$ cat config.mk
export PLATFORM = sky130hd
export DESIGN_NAME = arf_accurate
export DESIGN_NICKNAME = d
export VERILOG_FILES = /design/src/rtl/arf_pkg.sv /design/src/rtl/arf_mul.sv /design/src/rtl/arf_accurate.sv
export SDC_FILE = /design/constraint.sdc
export NUM_CORES = 2
export LEC_CHECK = 0
export CORE_AREA = 4 4 382 384
export CTS_CLUSTER_SIZE = 24
export DETAILED_ROUTE_END_ITERATION = 10
export DIE_AREA = 0 0 386 388
export PLACE_DENSITY = 0.65
export SLEW_MARGIN = 20
export SYNTH_ARGS = -nofsm -noshare
export SYNTH_HDL_FRONTEND = slang
export SYNTH_SLANG_ARGS = --single-unit
$ cat constraint.sdc
create_clock -name clk -period 5.5 [get_ports clk]
set_input_delay 1.1 -clock clk [delete_from_list [all_inputs] [get_ports clk]]
set_output_delay 1.1 -clock clk [all_outputs]
set_load 0.05 [all_outputs]
$ cat src/rtl/arf_pkg.sv
// Shared widths, default coefficients and the constant-multiply helper for the
// auto-regressive filter datapath.
package arf_pkg;

    localparam int WORD_W   = 64;
    localparam int SAMPLE_W = 16;

    localparam logic signed [SAMPLE_W-1:0] C1_DEF  = 16'sd3;
    localparam logic signed [SAMPLE_W-1:0] C2_DEF  = 16'sd5;
    localparam logic signed [SAMPLE_W-1:0] C3_DEF  = 16'sd7;
    localparam logic signed [SAMPLE_W-1:0] C4_DEF  = 16'sd9;
    localparam logic signed [SAMPLE_W-1:0] C5_DEF  = 16'sd11;
    localparam logic signed [SAMPLE_W-1:0] C6_DEF  = 16'sd13;
    localparam logic signed [SAMPLE_W-1:0] C7_DEF  = 16'sd15;
    localparam logic signed [SAMPLE_W-1:0] C8_DEF  = 16'sd17;
    localparam logic signed [SAMPLE_W-1:0] K15_DEF = 16'sd2;
    localparam logic signed [SAMPLE_W-1:0] K16_DEF = 16'sd3;
    localparam logic signed [SAMPLE_W-1:0] K17_DEF = 16'sd4;
    localparam logic signed [SAMPLE_W-1:0] K18_DEF = 16'sd5;
    localparam logic signed [SAMPLE_W-1:0] K23_DEF = 16'sd6;
    localparam logic signed [SAMPLE_W-1:0] K24_DEF = 16'sd7;
    localparam logic signed [SAMPLE_W-1:0] K25_DEF = 16'sd8;
    localparam logic signed [SAMPLE_W-1:0] K26_DEF = 16'sd9;

    function automatic logic [WORD_W-1:0] sext_sample(input logic [SAMPLE_W-1:0] s);
        return {{(WORD_W-SAMPLE_W){s[SAMPLE_W-1]}}, s};
    endfunction

    // Low 64 product bits equal the signed product mod 2^64, so an unsigned
    // multiply of the sign-extended operands is exact here.
    function automatic logic [WORD_W-1:0] mul_trunc(
        input logic [WORD_W-1:0]   a,
        input logic [SAMPLE_W-1:0] c,
        input int unsigned         trunc_bits
    );
        logic [WORD_W-1:0] prod;
        logic [WORD_W-1:0] mask;
        prod = a * sext_sample(c);
        mask = {WORD_W{1'b1}} << trunc_bits;
        return prod & mask;
    endfunction

endpackage

$ cat src/rtl/arf_mul.sv
// Constant multiplier node; TRUNC_BITS > 0 yields the approximate variant.
module arf_mul
    import arf_pkg::*;
#(
    parameter logic signed [SAMPLE_W-1:0] COEF       = 16'sd1,
    parameter int unsigned                TRUNC_BITS = 0
) (
    input  logic [WORD_W-1:0] a_i,
    output logic [WORD_W-1:0] p_o
);

    assign p_o = mul_trunc(a_i, COEF, TRUNC_BITS);

endmodule

$ cat src/rtl/arf_accurate.sv
// 28-node ARF data-flow graph, three register stages (n11..n14, n21/n22, outputs),
// one sample set per cycle.
module arf_accurate
    import arf_pkg::*;
#(
    parameter logic signed [SAMPLE_W-1:0] C1  = C1_DEF,
    parameter logic signed [SAMPLE_W-1:0] C2  = C2_DEF,
    parameter logic signed [SAMPLE_W-1:0] C3  = C3_DEF,
    parameter logic signed [SAMPLE_W-1:0] C4  = C4_DEF,
    parameter logic signed [SAMPLE_W-1:0] C5  = C5_DEF,
    parameter logic signed [SAMPLE_W-1:0] C6  = C6_DEF,
    parameter logic signed [SAMPLE_W-1:0] C7  = C7_DEF,
    parameter logic signed [SAMPLE_W-1:0] C8  = C8_DEF,
    parameter logic signed [SAMPLE_W-1:0] K15 = K15_DEF,
    parameter logic signed [SAMPLE_W-1:0] K16 = K16_DEF,
    parameter logic signed [SAMPLE_W-1:0] K17 = K17_DEF,
    parameter logic signed [SAMPLE_W-1:0] K18 = K18_DEF,
    parameter logic signed [SAMPLE_W-1:0] K23 = K23_DEF,
    parameter logic signed [SAMPLE_W-1:0] K24 = K24_DEF,
    parameter logic signed [SAMPLE_W-1:0] K25 = K25_DEF,
    parameter logic signed [SAMPLE_W-1:0] K26 = K26_DEF,
    parameter int unsigned                TRUNC_BITS = 0
) (
    input  logic                clk,
    input  logic                rst_n,
    input  logic                in_valid,
    input  logic [SAMPLE_W-1:0] in_1_0,
    input  logic [SAMPLE_W-1:0] in_2_0,
    input  logic [SAMPLE_W-1:0] in_3_0,
    input  logic [SAMPLE_W-1:0] in_4_0,
    input  logic [SAMPLE_W-1:0] in_5_0,
    input  logic [SAMPLE_W-1:0] in_6_0,
    input  logic [SAMPLE_W-1:0] in_7_0,
    input  logic [SAMPLE_W-1:0] in_8_0,
    input  logic [WORD_W-1:0]   in_13_1,
    input  logic [WORD_W-1:0]   in_14_1,
    output logic                out_valid,
    output logic [WORD_W-1:0]   out_27,
    output logic [WORD_W-1:0]   out_28
);

    localparam logic signed [SAMPLE_W-1:0] C_ARR [8] = '{C1, C2, C3, C4, C5, C6, C7, C8};

    logic [WORD_W-1:0] x [8];
    logic [WORD_W-1:0] n [8];

    assign x[0] = sext_sample(in_1_0);
    assign x[1] = sext_sample(in_2_0);
    assign x[2] = sext_sample(in_3_0);
    assign x[3] = sext_sample(in_4_0);
    assign x[4] = sext_sample(in_5_0);
    assign x[5] = sext_sample(in_6_0);
    assign x[6] = sext_sample(in_7_0);
    assign x[7] = sext_sample(in_8_0);

    for (genvar i = 0; i < 8; i++) begin : g_in_mul
        arf_mul #(.COEF(C_ARR[i]), .TRUNC_BITS(TRUNC_BITS)) u_mul (
            .a_i (x[i]),
            .p_o (n[i])
        );
    end

    logic [WORD_W-1:0] n11_d, n12_d, n13_d, n14_d;
    logic [WORD_W-1:0] n11_q, n12_q, n13_q, n14_q;

    assign n11_d = n[4] + n[5];
    assign n12_d = n[6] + n[7];
    assign n13_d = n[0] + n[1] + in_13_1;
    assign n14_d = n[2] + n[3] + in_14_1;

    logic [WORD_W-1:0] n15, n16, n17, n18;

    arf_mul #(.COEF(K15), .TRUNC_BITS(TRUNC_BITS)) u_n15 (.a_i(n13_q), .p_o(n15));
    arf_mul #(.COEF(K16), .TRUNC_BITS(TRUNC_BITS)) u_n16 (.a_i(n13_q), .p_o(n16));
    arf_mul #(.COEF(K17), .TRUNC_BITS(TRUNC_BITS)) u_n17 (.a_i(n14_q), .p_o(n17));
    arf_mul #(.COEF(K18), .TRUNC_BITS(TRUNC_BITS)) u_n18 (.a_i(n14_q), .p_o(n18));

    logic [WORD_W-1:0] n21_d, n22_d;
    logic [WORD_W-1:0] n21_q, n22_q;

    assign n21_d = n15 + n17 + n11_q;
    assign n22_d = n16 + n18 + n12_q;

    logic [WORD_W-1:0] n23, n24, n25, n26;

    arf_mul #(.COEF(K23), .TRUNC_BITS(TRUNC_BITS)) u_n23 (.a_i(n21_q), .p_o(n23));
    arf_mul #(.COEF(K24), .TRUNC_BITS(TRUNC_BITS)) u_n24 (.a_i(n21_q), .p_o(n24));
    arf_mul #(.COEF(K25), .TRUNC_BITS(TRUNC_BITS)) u_n25 (.a_i(n22_q), .p_o(n25));
    arf_mul #(.COEF(K26), .TRUNC_BITS(TRUNC_BITS)) u_n26 (.a_i(n22_q), .p_o(n26));

    logic [WORD_W-1:0] out_27_d, out_28_d;
    logic [WORD_W-1:0] out_27_q, out_28_q;
    logic [2:0]        valid_q;

    assign out_27_d = n23 + n25;
    assign out_28_d = n24 + n26;

    // Data stages load unconditionally; only the valid shift register qualifies them.
    always_ff @(posedge clk or negedge rst_n) begin
        if (!rst_n) begin
            n11_q    <= '0;
            n12_q    <= '0;
            n13_q    <= '0;
            n14_q    <= '0;
            n21_q    <= '0;
            n22_q    <= '0;
            out_27_q <= '0;
            out_28_q <= '0;
            valid_q  <= '0;
        end else begin
            n11_q    <= n11_d;
            n12_q    <= n12_d;
            n13_q    <= n13_d;
            n14_q    <= n14_d;
            n21_q    <= n21_d;
            n22_q    <= n22_d;
            out_27_q <= out_27_d;
            out_28_q <= out_28_d;
            valid_q  <= {valid_q[1:0], in_valid};
        end
    end

    assign out_valid = valid_q[2];
    assign out_27    = out_27_q;
    assign out_28    = out_28_q;

endmodule

Word level (Yosys, flattened, before mapping) --
Index checks and enable logic that the tools add are counted. Widths: inputs -> output; s select.
Cells by class: add/subtract/negate cells 12, $mul 13
Operator list (count):
- $add 64x64->64 | 12
- $mul 64x3->64 const B | 2
- $mul 16x5->21 const B | 4
- $mul 64x2->63 const B | 1
- $mul 64x2->64 const B | 1
- $mul 64x4->64 const B | 1
- $mul 16x4->20 const B | 2
- $mul 16x6->22 const B | 1
- $mul 16x3->19 const B | 1
Storage, ports and cells: register bits 515, bits of input ports 259, logic and storage cells 34

Depth between registers and ports, before layout --
depth in word-level cells 3, gate-level depth with buffers 32, gate-level depth less buffers 31

Modules after synthesis --
Synthesis repeated with hierarchy kept, for this count alone.
Second synthesis, totals: cells, all modules 13624, area total of the unflattened synthesis 111015.2 um^2
By module, submodules not included:
- arf_accurate | instances 1, cells each 5031, area each 46816.2 um^2, seq. area each 12887.4 um^2
- arf_mul (g_in_mul[6].u_mul) | instances 1, cells each 852, area each 6942.9 um^2, seq. area each 0.0 um^2
- arf_mul (g_in_mul[4].u_mul) | instances 1, cells each 938, area each 6796.5 um^2, seq. area each 0.0 um^2
- arf_mul (g_in_mul[5].u_mul) | instances 1, cells each 921, area each 6631.4 um^2, seq. area each 0.0 um^2
- arf_mul (g_in_mul[2].u_mul) | instances 1, cells each 647, area each 5082.4 um^2, seq. area each 0.0 um^2
- arf_mul (u_n24) | instances 1, cells each 609, area each 4961.0 um^2, seq. area each 0.0 um^2
- arf_mul (g_in_mul[3].u_mul) | instances 1, cells each 580, area each 4396.7 um^2, seq. area each 0.0 um^2
- arf_mul (u_n18) | instances 1, cells each 583, area each 4381.7 um^2, seq. area each 0.0 um^2
- arf_mul (u_n26) | instances 1, cells each 539, area each 4312.9 um^2, seq. area each 0.0 um^2
- arf_mul (g_in_mul[1].u_mul) | instances 1, cells each 579, area each 4277.9 um^2, seq. area each 0.0 um^2
- arf_mul (g_in_mul[7].u_mul) | instances 1, cells each 538, area each 4081.4 um^2, seq. area each 0.0 um^2
- arf_mul (u_n23) | instances 1, cells each 540, area each 3692.3 um^2, seq. area each 0.0 um^2
- arf_mul (u_n16) | instances 1, cells each 543, area each 3623.5 um^2, seq. area each 0.0 um^2
- arf_mul (g_in_mul[0].u_mul) | instances 1, cells each 529, area each 3565.9 um^2, seq. area each 0.0 um^2
- arf_mul (u_n15 ...) | instances 3, cells each 65, area each 484.2 um^2, seq. area each 0.0 um^2

Least setup slack after synthesis --
Ideal clock, no wire load.
path kind input to register, start input port in_2_0[1], end register n13_q[48], library setup time 0.131 ns, data arrival time 10.968 ns, data required time 5.369 ns, setup slack -5.598 ns, cell stages on the path 29, buffers on the path 0, path through ha_1 -> ha_1 -> inv_1 -> fa_1 -> nor2b_1 -> o21ai_0 -> a21boi_0 -> o21ai_0 -> o21ai_0 -> a211o_1 -> a21o_1 -> a21oi_2 -> o21ai_0 -> xnor2_1 -> fa_1 -> inv_1 -> ha_1 -> a21o_1 -> a21o_1 -> a21oi_1 -> a2bb2oi_1 -> o211ai_1 -> a31oi_2 -> nor2_1 -> or3b_1 -> a31o_2 -> a221oi_2 -> o21ai_1 -> xor2_1
On the way: word-level cells in the longest chain between the ends 3
Ends and longest elaborated chain:
- start: declaration | RTL line arf_accurate.sv:28 | input logic [SAMPLE_W-1:0] in_2_0,
- $mul 16x4->20 | RTL line arf_pkg.sv:38 | prod = a * sext_sample(c);
- $add 64x64->64 (2 in series) | RTL line arf_accurate.sv:68 | assign n13_d = n[0] + n[1] + in_13_1;
- net n13_d[48] | RTL line arf_accurate.sv:63 | logic [WORD_W-1:0] n11_d, n12_d, n13_d, n14_d;
- end signal: assignment | RTL line arf_accurate.sv:113 | n13_q <= n13_d;
- end: declaration | RTL line arf_accurate.sv:64 | logic [WORD_W-1:0] n11_q, n12_q, n13_q, n14_q;
The timed path passes the listed nets, and every way through them passes these cells.

Worst setup path in the final report --
start input port in_3_0[1], end register n14_q[57]
On the way: word-level cells in the longest chain between the ends 3
Ends and longest elaborated chain:
- start: declaration | RTL line arf_accurate.sv:29 | input logic [SAMPLE_W-1:0] in_3_0,
- $mul 16x4->20 | RTL line arf_pkg.sv:38
- $add 64x64->64 (2 in series) | RTL line arf_accurate.sv:69 | assign n14_d = n[2] + n[3] + in_14_1;
- net n14_d[57] | RTL line arf_accurate.sv:63
- end signal: assignment | RTL line arf_accurate.sv:114 | n14_q <= n14_d;
- end: declaration | RTL line arf_accurate.sv:64
The timed path passes the listed nets, and every way through them passes these cells.

==> flow_summary_export.csv <==
group,metric,value,unit
status,status,"finished, violations left",
status,violations,"negative setup slack",
cts,clk_path_buf_depth,3,
grt,use_met1,0.346,
grt,grt_use_met2,0.425,
routing,routed_via_density,5.21,
synthesis,synth_area_leader_cell,"fa_1",
worst_hold_path,holdCritPathClass,"flop to flop",
setup_path,critical_path.top_delay_family,"compound AO/OA/AOI/OAI gates",
synthesis,yosysUniqueCellTypes,101,
grt,grt_max_degree,115,
cts,cts_tree,"built",
grt,grt_pass1_vias,56754,
floorplanning,die_h,388,um
grt,grt_antenna_before_repair,14,
cts,htreeDepth,2,
timing,skew,0.0565,ns
synthesis,synthFlopType,"dfrtp_1",
place,dpl.hpwl,159,mm
synthesis,synth_nets,8560,
place,place.port_buffers,386,
timing,worstMarginPinSlew,0.733,ns
synthesis,ys_seq_area_frac,0.202,
cts,clockRootBuffer,"clkbuf_16",
setup_path,cp_data_arrival_time,7.53,ns
cts,numCtsBuffers,53,
setup_path,critPathKind,"primary input to flop",
place,preCtsSetupSlack,-2.92,ns
flow_run,maxCapViolations,0,
synthesis,synth_area,0.0637,sq mm
cts,cts_hold_buf,0,
floorplanning,rows,139,
routing,antenna_left,0,
synthesis,syn_area_per_cell,9.43,sq um
grt,grt_pass1_wl,300,mm
final_layout,nFillCells,11795,
final_layout,drive_gt1_frac,0.276,
place,place.gp.congestion,0.951,
grt,grt_remaining_overflow,0,
setup_path,critPathLaunchType,"primary input",
routing,routed-via-count,54380,
cts,clock_latency,0.65,ns
final_layout,synthToLayoutAreaGrowth,38.4,%
timing,rsz0062_at_grt,"yes",
setup_path,cpPeakStageDelay,0.56,ns
timing,timing.final.crit_share,1.27,
timing,slew_violations,0,
timing,slew_headroom,0.508,
synthesis,async_flop_share,1.00,
routing,firstDrtPassIters,6,
timing,hold_viol,0,
setup_path,cp_max_fo,6,
routing,drcViolationCount,0,
synthesis,synth_edf_count,0,
setup_path,path_buf_inv,6,
floorplanning,core_area,0.143,sq mm
routing,routedWlPerCell,18.3,um
grt,grt.total_usage,0.249,
setup_path,endpoint_kind,"flop",
cts,cts_sinks,514,
timing,fin_crit,7.01,ns
floorplanning,start_util,0.446,
synthesis,ys_ff_latch,514,
final_layout,fin_nets,10290,
timing,worst_slack,-1.51,ns
timing,max_freq,143,MHz
timing,fin_hold_ws,0.351,ns
floorplanning,ios,388,
synthesis,yosys_warnings,0,
synthesis,synth_area_leaders,"fa_1, dfrtp_1, ha_1",
grt,busiest_layer,"met2",
setup_path,critPathSlowestCell,"fa_1",
setup_path,crit_required,6.02,ns
routing,dr.first_iter.drc_count,3015,
floorplanning,die_w,386,um
grt,grt_use_met3,0.0167,
floorplanning,die_area,0.150,sq mm
synthesis,yosysTopAreaCellShare,0.206,
final_layout,final_util,0.617,
synthesis,netlist_instances,6758,
routing,wirelength,191,mm
timing,setup_viol,114,
cts,cts.clk_slew.worst_paths,0.06,ns
## worst reg2reg max path: cells and delay by family, from the launching register on
kind / cells / cell delay [ns]
compound gates: 19 / 3.49
fa+ha+maj: 2 / 0.55
flops: 1 / 0.43
xor+xnor: 2 / 0.31
buf+inv: 2 / 0.27
simple gates: 1 / 0.22
## synthesized netlist by cell type, types with 7 or more instances
| cell | n |
|---|---|
| clkbuf_1 | 137 |
| nor2_1 | 309 |
| o21bai_1 | 93 |
| buf_2 | 11 |
| fa_1 | 656 |
| o2111ai_1 | 7 |
| and4_1 | 7 |
| inv_1 | 973 |
| a41oi_1 | 7 |
| nand3_1 | 107 |
| dfrtp_1 | 514 |
| xnor2_1 | 383 |
| and3_1 | 57 |
| and2_1 | 21 |
| nand4_1 | 99 |
| nor4_1 | 7 |
| nand3b_1 | 8 |
| a211oi_1 | 43 |
| a31o_2 | 8 |
| a21o_1 | 330 |
| or4_1 | 7 |
| nor2b_1 | 74 |
| a211o_1 | 10 |
| o21ai_0 | 362 |
| a221o_1 | 10 |
| o31ai_1 | 22 |
| nor3b_1 | 7 |
| nand2b_1 | 61 |
| a31oi_1 | 45 |
| or3_1 | 14 |
| o21a_1 | 81 |
| ha_1 | 887 |
| o31a_1 | 13 |
| a21oi_1 | 556 |
| or2_2 | 21 |
| o211ai_1 | 24 |
| a221oi_1 | 14 |
| nor3_1 | 68 |
| a21boi_0 | 31 |
| xor2_1 | 201 |
| nand2_1 | 319 |
| o21ai_1 | 26 |
## layout make-up
class | instances | area [sq um] | share of cell area
tap | 1903 | 2380 | 0.0270
inverter | 973 | 3660 | 0.0415
antenna | 5 | 12.5 | 0.000142
multi-input combinational | 5119 | 51700 | 0.586
clock inverter | 32 | 489 | 0.00555
timing repair buffer | 1827 | 15600 | 0.177
sequential | 514 | 12900 | 0.146
clock buffer | 67 | 1470 | 0.0167
## cells by family after synthesis
family          Yosys count  synth area share
other cells               1         0.0000589
mux                       3          0.000471
buf+inv                1126            0.0667
compound gates         1783             0.178
flops                   514             0.202
simple gates           1203            0.0915
fa+ha+maj              1543             0.380
xor+xnor                585            0.0806
## final timing paths
check / cells after the start / startpoint / end / slack [ns]
max in group asynchronous: 2 / rst_n / n21_q[9]$_DFF_PN0_ / 3.89
worst max-delay path: 35 / in_3_0[1] / n14_q[57]$_DFF_PN0_ / -1.51
worst max register to register: 26 / n21_q[1]$_DFF_PN0_ / out_27[62]$_DFF_PN0_ / 0.12
worst min register to register: 0 / valid_q[0]$_DFF_PN0_ / valid_q[1]$_DFF_PN0_ / 0.35
min in group asynchronous: 1 / rst_n / out_27[52]$_DFF_PN0_ / 0.46
worst min-delay path: 0 / valid_q[0]$_DFF_PN0_ / valid_q[1]$_DFF_PN0_ / 0.35
## per-stage QoR
stage / TNS [ns] / cell area, sq um / cells
floorplan: -141.69 / 64500 / 6758
global placement: -288.61 / 79700 / 10138
detailed placement: -305.66 / 79700 / 10138
CTS: -71.71 / 85500 / 10357
global route: -99.74 / 88100 / 10438
finish: -67.50 / 88100 / 10440
## layer usage
metal | wire length (um) | part of all wire
met5 | 8 | 0.000042
met4 | 5460 | 0.029
met3 | 6530 | 0.034
met2 | 91600 | 0.48
met1 | 87200 | 0.46
## state kept, by name (all words and copies together) (netlist names)
signal   count
n22_q       64
n11_q       64
n14_q       64
out_27      63
n21_q       64
valid_q      3
n13_q       64
out_28      64
n12_q       64
## cell usage in the layout, fill, tap and decap left out, drive strengths merged, types with 94 or more instances in the layout
cell / n
nor2: 309
nand3: 107
o21ai: 389
nand4: 99
xor2: 201
dfrtp: 514
a21oi: 561
o21bai: 94
a21o: 330
clkdlybuf4s50: 333
xnor2: 384
inv: 980
ha: 887
buf: 1465
fa: 656
nand2: 319
## repair_timing
action / 4_1_cts / 5_1_grt
cloned: 3 / 2
gates resized for setup: 716 / 444
pin swaps: 357 / 329
endpoints found under the hold margin: 0 / 0
buffers inserted: 149 / 115
setup endpoints to repair: 206 / 223
Power is left out: the tool's default activity adds up to more than one toggle a clock period on the data nets, which glitch-free logic cannot reach.
